## src/rtl/sha256_byte_host_ctrl_pkg.sv

```systemverilog
// Shared types and pin constants for the SHA-256 byte-wide pin protocol.
// Used by the host-side controller and the responder wrapper.
package sha256_pin_pkg;

    typedef enum logic [2:0] {
        IDLE,
        WRITE,
        WAIT_HASH,
        SETTLE,
        READ,
        DONE,
        ERROR
    } state_e;

    localparam int MSG_BYTES    = 64;
    localparam int DIGEST_BYTES = 32;
    localparam int ADDR_W       = 6;

    localparam int WR_BIT    = 6;
    localparam int READY_BIT = 7;

endpackage

```

## src/rtl/sha256_byte_host_ctrl_if.sv

```systemverilog
// Command/result handshakes plus the ASIC pin bundle of the host controller.
// master = controller side, slave = harness / responder side.
interface sha256_byte_host_ctrl_if;
    import sha256_pin_pkg::*;

    logic                        cmd_valid;
    logic                        cmd_ready;
    logic [MSG_BYTES*8-1:0]      block_in;
    logic                        res_valid;
    logic                        res_ready;
    logic [DIGEST_BYTES*8-1:0]   digest_out;
    logic                        err;
    logic                        busy;
    logic [7:0]                  pin_data;
    logic [ADDR_W-1:0]           pin_addr;
    logic                        pin_wr;
    logic                        pin_hash_ready;
    logic [7:0]                  pin_rd_data;

    modport master (
        input  cmd_valid, block_in, res_ready,
        input  pin_hash_ready, pin_rd_data,
        output cmd_ready, res_valid, digest_out,
        output err, busy,
        output pin_data, pin_addr, pin_wr
    );

    modport slave (
        output cmd_valid, block_in, res_ready,
        output pin_hash_ready, pin_rd_data,
        input  cmd_ready, res_valid, digest_out,
        input  err, busy,
        input  pin_data, pin_addr, pin_wr
    );

endinterface

```

## src/rtl/sha256_byte_host_ctrl_rd_capture.sv

```systemverilog
// Read-return capture: RD_LAT-deep issue delay line and the digest shifter.
// Each returning byte enters at the top, so the first address ends in [7:0].
module sha256_rd_capture
    import sha256_pin_pkg::*;
#(
    parameter int RD_LAT = 2
) (
    input  logic                      clk,
    input  logic                      rst_n,
    input  logic                      issue,
    input  logic [7:0]                rd_data,
    output logic [DIGEST_BYTES*8-1:0] digest
);

    logic [RD_LAT-1:0]         vld_q, vld_d;
    logic [DIGEST_BYTES*8-1:0] dig_q, dig_d;

    // stage 0 is loaded on the edge that launches the address
    always_comb begin
        vld_d = {vld_q[RD_LAT-2:0], issue};
        dig_d = dig_q;
        if (vld_q[RD_LAT-1]) begin
            dig_d = {rd_data, dig_q[DIGEST_BYTES*8-1:8]};
        end
    end

    always_ff @(posedge clk or negedge rst_n) begin
        if (!rst_n) begin
            vld_q <= '0;
            dig_q <= '0;
        end else begin
            vld_q <= vld_d;
            dig_q <= dig_d;
        end
    end

    assign digest = dig_q;

endmodule

```

## src/rtl/sha256_byte_host_ctrl.sv

```systemverilog
// Host-side initiator: writes a 512-bit block as 64 addressed bytes, waits
// for hash-ready, reads 32 digest bytes back and hands out the digest.
module sha256_byte_host_ctrl
    import sha256_pin_pkg::*;
#(
    parameter int RD_LAT         = 2,
    parameter int TIMEOUT_CYCLES = 4096,
    parameter int SETTLE_CYCLES  = 2
) (
    input logic                     clk,
    input logic                     rst_n,
    sha256_byte_host_ctrl_if.master bus
);

    localparam int CW = $clog2(TIMEOUT_CYCLES + SETTLE_CYCLES
                               + DIGEST_BYTES + RD_LAT + 1);

    state_e                 state_q, state_d;
    logic [CW-1:0]          cyc_q, cyc_d;
    logic [MSG_BYTES*8-1:0] shreg_q, shreg_d;
    logic [7:0]             pin_data_q, pin_data_d;
    logic [ADDR_W-1:0]      pin_addr_q, pin_addr_d;
    logic                   pin_wr_q, pin_wr_d;
    logic                   cmd_ready_q, cmd_ready_d;
    logic                   res_valid_q, res_valid_d;
    logic                   err_q, err_d;
    logic                   busy_q, busy_d;
    logic                   rd_issue;

    always_comb begin
        state_d    = state_q;
        cyc_d      = cyc_q;
        shreg_d    = shreg_q;
        pin_data_d = pin_data_q;
        pin_addr_d = pin_addr_q;
        pin_wr_d   = 1'b0;
        rd_issue   = 1'b0;

        unique case (state_q)
            IDLE: begin
                if (bus.cmd_valid && cmd_ready_q) begin
                    state_d    = WRITE;
                    pin_wr_d   = 1'b1;
                    pin_addr_d = '0;
                    pin_data_d = bus.block_in[7:0];
                    shreg_d    = {8'h00, bus.block_in[MSG_BYTES*8-1:8]};
                end
            end
            WRITE: begin
                // address 63 goes last: it kicks off the responder
                if (pin_addr_q == ADDR_W'(MSG_BYTES - 1)) begin
                    state_d = WAIT_HASH;
                    cyc_d   = '0;
                end else begin
                    pin_wr_d   = 1'b1;
                    pin_addr_d = pin_addr_q + ADDR_W'(1);
                    pin_data_d = shreg_q[7:0];
                    shreg_d    = {8'h00, shreg_q[MSG_BYTES*8-1:8]};
                end
            end
            WAIT_HASH: begin
                if (bus.pin_hash_ready) begin
                    state_d = SETTLE;
                    cyc_d   = '0;
                end else if (cyc_q == CW'(TIMEOUT_CYCLES - 1)) begin
                    state_d = ERROR;
                end else begin
                    cyc_d = cyc_q + CW'(1);
                end
            end
            SETTLE: begin
                if (cyc_q == CW'(SETTLE_CYCLES - 1)) begin
                    state_d    = READ;
                    cyc_d      = '0;
                    pin_addr_d = '0;
                    rd_issue   = 1'b1;
                end else begin
                    cyc_d = cyc_q + CW'(1);
                end
            end
            READ: begin
                if (cyc_q < CW'(DIGEST_BYTES - 1)) begin
                    pin_addr_d = pin_addr_q + ADDR_W'(1);
                    rd_issue   = 1'b1;
                end
                if (cyc_q == CW'(DIGEST_BYTES + RD_LAT - 1)) begin
                    state_d = DONE;
                end else begin
                    cyc_d = cyc_q + CW'(1);
                end
            end
            DONE: begin
                if (bus.res_ready) begin
                    state_d = IDLE;
                end
            end
            ERROR: begin
                state_d = IDLE;
            end
            default: begin
                state_d = IDLE;
            end
        endcase

        cmd_ready_d = (state_d == IDLE);
        res_valid_d = (state_d == DONE);
        err_d       = (state_d == ERROR);
        busy_d      = (state_d != IDLE);
    end

    always_ff @(posedge clk or negedge rst_n) begin
        if (!rst_n) begin
            state_q     <= IDLE;
            cyc_q       <= '0;
            shreg_q     <= '0;
            pin_data_q  <= '0;
            pin_addr_q  <= '0;
            pin_wr_q    <= 1'b0;
            cmd_ready_q <= 1'b1;
            res_valid_q <= 1'b0;
            err_q       <= 1'b0;
            busy_q      <= 1'b0;
        end else begin
            state_q     <= state_d;
            cyc_q       <= cyc_d;
            shreg_q     <= shreg_d;
            pin_data_q  <= pin_data_d;
            pin_addr_q  <= pin_addr_d;
            pin_wr_q    <= pin_wr_d;
            cmd_ready_q <= cmd_ready_d;
            res_valid_q <= res_valid_d;
            err_q       <= err_d;
            busy_q      <= busy_d;
        end
    end

    sha256_rd_capture #(
        .RD_LAT (RD_LAT)
    ) u_cap (
        .clk     (clk),
        .rst_n   (rst_n),
        .issue   (rd_issue),
        .rd_data (bus.pin_rd_data),
        .digest  (bus.digest_out)
    );

    assign bus.cmd_ready = cmd_ready_q;
    assign bus.res_valid = res_valid_q;
    assign bus.err       = err_q;
    assign bus.busy      = busy_q;
    assign bus.pin_data  = pin_data_q;
    assign bus.pin_addr  = pin_addr_q;
    assign bus.pin_wr    = pin_wr_q;

endmodule
```

## src/flat_wrapper.sv

```systemverilog
// flat-port wrapper written by rule: the top's interface ports become plain ports
module sha256_byte_host_ctrl_flat import sha256_pin_pkg::*;
#(
    parameter int RD_LAT         = 2,
    parameter int TIMEOUT_CYCLES = 4096,
    parameter int SETTLE_CYCLES  = 2
)
  (clk, rst_n, bus_cmd_valid, bus_block_in, bus_res_ready, bus_pin_hash_ready, bus_pin_rd_data, bus_cmd_ready, bus_res_valid, bus_digest_out, bus_err, bus_busy, bus_pin_data, bus_pin_addr, bus_pin_wr);
  sha256_byte_host_ctrl_if bus_i ();
  input logic clk;
  input logic rst_n;
  input wire logic [$bits(bus_i.cmd_valid)-1:0] bus_cmd_valid;
  input wire logic [$bits(bus_i.block_in)-1:0] bus_block_in;
  input wire logic [$bits(bus_i.res_ready)-1:0] bus_res_ready;
  input wire logic [$bits(bus_i.pin_hash_ready)-1:0] bus_pin_hash_ready;
  input wire logic [$bits(bus_i.pin_rd_data)-1:0] bus_pin_rd_data;
  output wire logic [$bits(bus_i.cmd_ready)-1:0] bus_cmd_ready;
  output wire logic [$bits(bus_i.res_valid)-1:0] bus_res_valid;
  output wire logic [$bits(bus_i.digest_out)-1:0] bus_digest_out;
  output wire logic [$bits(bus_i.err)-1:0] bus_err;
  output wire logic [$bits(bus_i.busy)-1:0] bus_busy;
  output wire logic [$bits(bus_i.pin_data)-1:0] bus_pin_data;
  output wire logic [$bits(bus_i.pin_addr)-1:0] bus_pin_addr;
  output wire logic [$bits(bus_i.pin_wr)-1:0] bus_pin_wr;
  assign bus_i.cmd_valid = bus_cmd_valid;
  assign bus_i.block_in = bus_block_in;
  assign bus_i.res_ready = bus_res_ready;
  assign bus_i.pin_hash_ready = bus_pin_hash_ready;
  assign bus_i.pin_rd_data = bus_pin_rd_data;
  assign bus_cmd_ready = bus_i.cmd_ready;
  assign bus_res_valid = bus_i.res_valid;
  assign bus_digest_out = bus_i.digest_out;
  assign bus_err = bus_i.err;
  assign bus_busy = bus_i.busy;
  assign bus_pin_data = bus_i.pin_data;
  assign bus_pin_addr = bus_i.pin_addr;
  assign bus_pin_wr = bus_i.pin_wr;
  sha256_byte_host_ctrl #(.RD_LAT(RD_LAT), .TIMEOUT_CYCLES(TIMEOUT_CYCLES), .SETTLE_CYCLES(SETTLE_CYCLES)) u_core (.clk(clk), .rst_n(rst_n), .bus(bus_i));
endmodule
```

## config.mk

```make
export PLATFORM = sky130hd
export DESIGN_NAME = sha256_byte_host_ctrl_flat
export DESIGN_NICKNAME = d
export VERILOG_FILES = /design/src/rtl/sha256_byte_host_ctrl_pkg.sv /design/src/rtl/sha256_byte_host_ctrl_if.sv /design/src/rtl/sha256_byte_host_ctrl_rd_capture.sv /design/src/rtl/sha256_byte_host_ctrl.sv /design/src/flat_wrapper.sv
export SDC_FILE = /design/constraint.sdc
export NUM_CORES = 2
export LEC_CHECK = 0
export CORE_AREA = 8 8 308 310
export DETAILED_ROUTE_END_ITERATION = 7
export DIE_AREA = 0 0 316 318
export GPL_ROUTABILITY_DRIVEN = 0
export PLACE_DENSITY = 0.66
export SLEW_MARGIN = 25
export SYNTH_ARGS = -nofsm -noshare
export SYNTH_HDL_FRONTEND = slang
export SYNTH_SLANG_ARGS = --single-unit
```

## constraint.sdc

```tcl
create_clock -name clk -period 2.05 [get_ports clk]
set_input_delay 0.41 -clock clk [delete_from_list [all_inputs] [get_ports clk]]
set_output_delay 0.41 -clock clk [all_outputs]
set_load 0.01 [all_outputs]
```

Word-level counts from Yosys, hierarchy flattened

Cells that the tools add are included.

Output and inout port bits: 275
Register bits: 805

Eq/ne operators: 18
Magnitude comparators: 1
Multiplexer cells: 31
Reduce and logical (&&, ||, !) cells: 10
$add $sub $neg: 2

Operator list:

| cell                  | count |
|---|---|
| $mux 512              | 2 |
| $pmux 512 s2          | 1 |
| $mux 13               | 5 |
| $pmux 13 s4           | 1 |
| $mux 6                | 4 |
| $pmux 6 s4            | 1 |
| $mux 3                | 7 |
| $pmux 3 s6            | 1 |
| $mux 8                | 2 |
| $pmux 8 s2            | 1 |
| $add 13x1->13 const B | 1 |
| $eq 13x1->1 const B   | 1 |
| $eq 13x12->1 const B  | 1 |
| $eq 13x6->1 const B   | 1 |
| $lt 13x5->1 const B   | 1 |
| $eq 3x3->1 const B    | 4 |
| $ne 2x1->1 const B    | 4 |
| $reduce_bool 4->1     | 2 |
| $add 6x1->6 const B   | 1 |
| $eq 3x2->1 const B    | 2 |
| $eq 6x6->1 const B    | 1 |
| $logic_not 3->1       | 2 |
| $reduce_and 5->1      | 1 |
| $mux 1                | 4 |
| other kinds (9)       | 11 |

Depth between registers and ports, before layout

Word-level depth: 5
Gate-level depth with buffers: 9

Cells and area by module

From an unflattened synthesis, not the netlist that was laid out.

Cells, all modules: 3486
Area, all modules: 33871.2 sq um

By module, submodules not included:

| module                | area each (sq um) | instances | sequential area each (sq um) | cells an instance |
|---|---|---|---|---|
| sha256_byte_host_ctrl | 24227.0           | 1         | 13489.2                      | 2944 |
| sha256_rd_capture     | 9644.2            | 1         | 6456.2                       | 542 |

Worst setup path after synthesis

Ideal clock, no wire load.

Path kind: reg2reg
Start point: register u_core.pin_addr_q[0], in the netlist u_core.bus.pin_addr[0]
End point: register u_core.shreg_q[384]
Data arrival time: 1944 ps
Cell stages (with the launch flop): 10
Slack: -24 ps
Path through: dfrtp_1 > ha_1 > and3_1 > nand3_1 > a21oi_4 > inv_2 > buf_2 > clkbuf_1 > buf_2 > a31oi_1

Cells in the longest elaborated chain, start to end: 3

Ends and longest elaborated chain:

| item                       | RTL line                     | RTL |
|---|---|---|
| start: declaration         | sha256_byte_host_ctrl.sv:22  | `logic [ADDR_W-1:0] pin_addr_q, pin_addr_d;` |
| start signal: assignment   | sha256_byte_host_ctrl.sv:128 | `pin_addr_q <= pin_addr_d;` |
| $eq 6x6->1                 | sha256_byte_host_ctrl.sv:51  | `if (pin_addr_q == ADDR_W'(MSG_BYTES - 1)) begin` |
| $ne 2x2->1 (no line)       | -                            |  |
| $reduce_and 3->1 (no line) | -                            |  |
| end signal: assignment     | sha256_byte_host_ctrl.sv:126 | `shreg_q <= shreg_d;` |
| end: declaration           | sha256_byte_host_ctrl.sv:20  | `logic [MSG_BYTES*8-1:0] shreg_q, shreg_d;` |

Every way passes these cells.
A chain may end at the register's enable or synchronous reset.

Worst setup path in the final report

Start point: register u_core.pin_addr_q[0], in the netlist u_core.bus.pin_addr[0]
End point: register u_core.shreg_q[264]

The elaborated chain is that of the path after synthesis.

==> impl_metrics.tcl <==
set metrics [dict create \
    status "complete, but fails checks" \
    violations "setup timing" \
    combPwrFrac 0.494 \
    rsz0062_at_grt "yes" \
    yosysSeqAreaShare 0.5928 \
    relSlewSlack 0.6022 \
    final-setup-viol-count 215 \
    drv_cap 0 \
    fin_crit_ps 2198 \
    cts_max_level 3 \
    rows 110 \
    num_io_pins 800 \
    critPathTopFamily "buffers and inverters" \
    vias 30070 \
    yosysTopAreaCell "dfrtp_1" \
    cts_tree "done" \
    syn_to_final_growth_pct 55.45 \
    via_per_inst 5.297 \
    multiInputGateArea_um2 15130 \
    crit_type "flip-flop to flip-flop" \
    syn-num-nets 4002 \
    synth_common_cells "nand2_1 (1020), dfrtp_1 (796), nor2_1 (518)" \
    dieArea_um2 100500 \
    p_leak_uw 0.02342 \
    port_buffers 799 \
    clk_pin_slew_ps 60 \
    synth.most_common_cell "nand2_1" \
    seq_power_share 0.315 \
    synthCells 3474 \
    cpMaxStageDelayCell "dfrtp_1" \
    internal_power_uw 49870 \
    grt_pass1_vias 29220 \
    synth_ff_type "dfrtp_1" \
    drv_slew 0 \
    synth-seq-cells 797 \
    firstDrtPassIters 8 \
    seqCellArea_um2 19960 \
    fin_hold_ws_ps 205.5 \
    p_per_area_nw_per_um2 1575 \
    fp.coreArea_um2 89600 \
    ys_types 49 \
    insertion_delay_ps 660 \
    cts_buffers 86 \
    drt_iter0_markers 2349 \
    root_buffer "clkbuf_16" \
    grt_pass1_wl_um 181600 \
    wl_per_cell_um 22.63 \
    crit_chain "ha_2 > and3_4 > buf_6 > nand3_4 > a21oi_4 > buf_12 > inv_16 > buf_8 > buf_12 > clkbuf_16 > clkbuf_16 > nor2_1 > a31oi_1" \
    route.detailed.drc 0 \
    crit_path_max_incr_delay_ps 360 \
    initial_core_util 0.3755 \
    hold_class "input port to async pin" \
    synth_area_um2 33650 \
    worstRegToRegCells 13 \
    synth_top_area_frac 0.5920 \
    switching_share 0.3947 \
    route.antenna.remaining_nets 0 \
    p_clk_frac 0.191 \
    synth-edff-count 0 \
    grt_overflow 0 \
    start_kind "flip-flop" \
    power_uw 82400 \
    dp_hpwl_um 88020 \
    final_nets 4919 \
    arrival_ps 2720 \
    dieHeight_um 318 \
    wl_um 128400 \
    endpoint_kind "flip-flop" \
    cts.path.max_buffers 3 \
    clock_sinks 797 \
    critical_path_depth 13 \
    final-hold-violation-count 0 \
    worst_slack_ps -148.3 \
    track_usage 0.2319 \
    ys_warn_count 0 \
    antenna_found_initial 38 \
    period_share 1.072 \
    grt_max_degree 110 \
    worstMarginPinSlew_ps 596.7 \
    cp_data_required_time_ps 2570 \
    max_freq_ghz 0.4549 \
    n_fill_cell 7330 \
    postSynthAreaPerCell_um2 9.686 \
    p_switching_uw 32530 \
    postSynth.asyncResetShare 1.000 \
    synth_area_leaders "dfrtp_1 (59%), nand2_1 (11%), a31oi_1 (9.4%), mux2_2 (8.6%), nor2_1 (5.8%)" \
    cp_num_buf_inv 7 \
    finalClockSkew_ps 37.41 \
    path_max_fanout 6 \
    vdd_drop_max_v 0.0007586 \
    layout-drive-gt1-share 0.2392 \
    fp.dieW_um 316 \
]
==> path summary, 6_finish.rpt <==
kind	from	end	slack, ps
max in group asynchronous	rst_n	u_core.shreg_q[124]	920
min in group clk	bus_block_in[231]	u_core.shreg_q[223]	310
setup reg to reg	u_core.bus.pin_addr[0]	u_core.shreg_q[264]	-150
hold / removal	rst_n	u_core.shreg_q[456]	210
setup / recovery	u_core.bus.pin_addr[0]	u_core.shreg_q[264]	-150
hold reg to reg	u_core.u_cap.vld_q[0]	u_core.u_cap.vld_q[1]	350
==> power groups by stage <==
stage | Combinational, uW | Clock (uW) | Sequential (uW)
finish | 40700 | 15700 | 25900
global route | 44000 | 16600 | 26500
CTS | 33200 | 16000 | 25000
detailed placement | 27400 | 0 | 24800
global placement | 26700 | 0 | 24700
floorplan | 17500 | 0 | 23900
==> worst reg2reg max path, stage by stage (launching register included) <==
cell	delay (ps)
dfrtp_1	360
ha_2	180
and3_4	190
buf_6	100
nand3_4	90
a21oi_4	190
buf_12	140
inv_16	50
buf_8	130
buf_12	150
clkbuf_16	180
clkbuf_16	160
nor2_1	100
a31oi_1	60
==> layout by cell type, fill, tap and decap left out, types with 33 or more instances in the layout <==
master / netlist / layout
diode_2: 0 / 36
dlygate4sd2_1: 0 / 181
buf_12: 0 / 71
buf_16: 0 / 50
a31oi_1: 504 / 427
dfrtp_1: 796 / 789
nor2_1: 518 / 245
mux2_2: 257 / 257
a31oi_4: 0 / 33
nor2_2: 0 / 95
buf_4: 0 / 95
nand2_1: 1020 / 1019
clkdlybuf4s50_1: 0 / 617
a31oi_2: 0 / 44
clkbuf_16: 0 / 130
nor2_4: 0 / 178
==> cells by family after synthesis <==
logic type | after synthesis | synth area share
AO/OA/AOI/OAI | 566 | 0.1081
AND/OR/NAND/NOR | 1585 | 0.1815
buffers and inverters | 266 | 0.03057
multiplexers | 257 | 0.08601
adder cells (fa/ha/maj) | 3 | 0.001116
flip-flops | 797 | 0.5928
==> state kept, by name, indices dropped and copies added, names as in the netlist <==
register,cells
u_core.state_q,3
u_core.bus.err,1
u_core.bus.pin_data,8
u_core.u_cap.digest,256
u_core.shreg_q,504
u_core.bus.busy,1
u_core.bus.cmd_ready,1
u_core.cyc_q,13
u_core.bus.pin_addr,6
u_core.bus.res_valid,1
u_core.bus.pin_wr,1
u_core.u_cap.vld_q,2
==> final cells by class <==
cell class              instances  area share
diodes                         36    0.001722
clock buffers                 124     0.04655
clock inverters                37    0.008133
inverters                       8   0.0008850
multi-input cells            2411      0.2892
flip-flops and latches        797      0.3815
well taps                    1176     0.02813
repair buffers               1086      0.2435
repair inverters                1   0.0003827
==> per-stage QoR <==
stage                     worst slack (ps)  instances  cell area (um^2)  setup TNS, ps    util
after floorplan                     -10.89       3474             33680          -1089       -
after global placement              -280.3       5364             44350         -81390  0.4950
after detailed placement            -282.6       5364             44350         -98690  0.4950
after CTS                           -108.4       5584             49100          -9331  0.5480
after global routing                -224.1       5673             52300         -43650  0.5837
final                               -148.3       5676             52310         -13030  0.5838
==> repair_timing <==
action / in CTS / in global routing
cloned: 35 / 49
hold endpoints to repair: 202 / 0
buffers inserted: 25 / 12
hold buffers: 1 / 0
pin swaps: 25 / 19
gates resized for setup: 440 / 427
endpoints found under the setup margin: 684 / 540
==> metal layers <==
layer  routed length [um]  global-route usage  part of all wire
met3                 8038             0.05060             0.063
met2                63480              0.3862              0.49
met4                 5494             0.09898             0.043
met5                   27                   0           0.00021
met1                51380              0.2891              0.40
(Power assumes the default switching activity.)
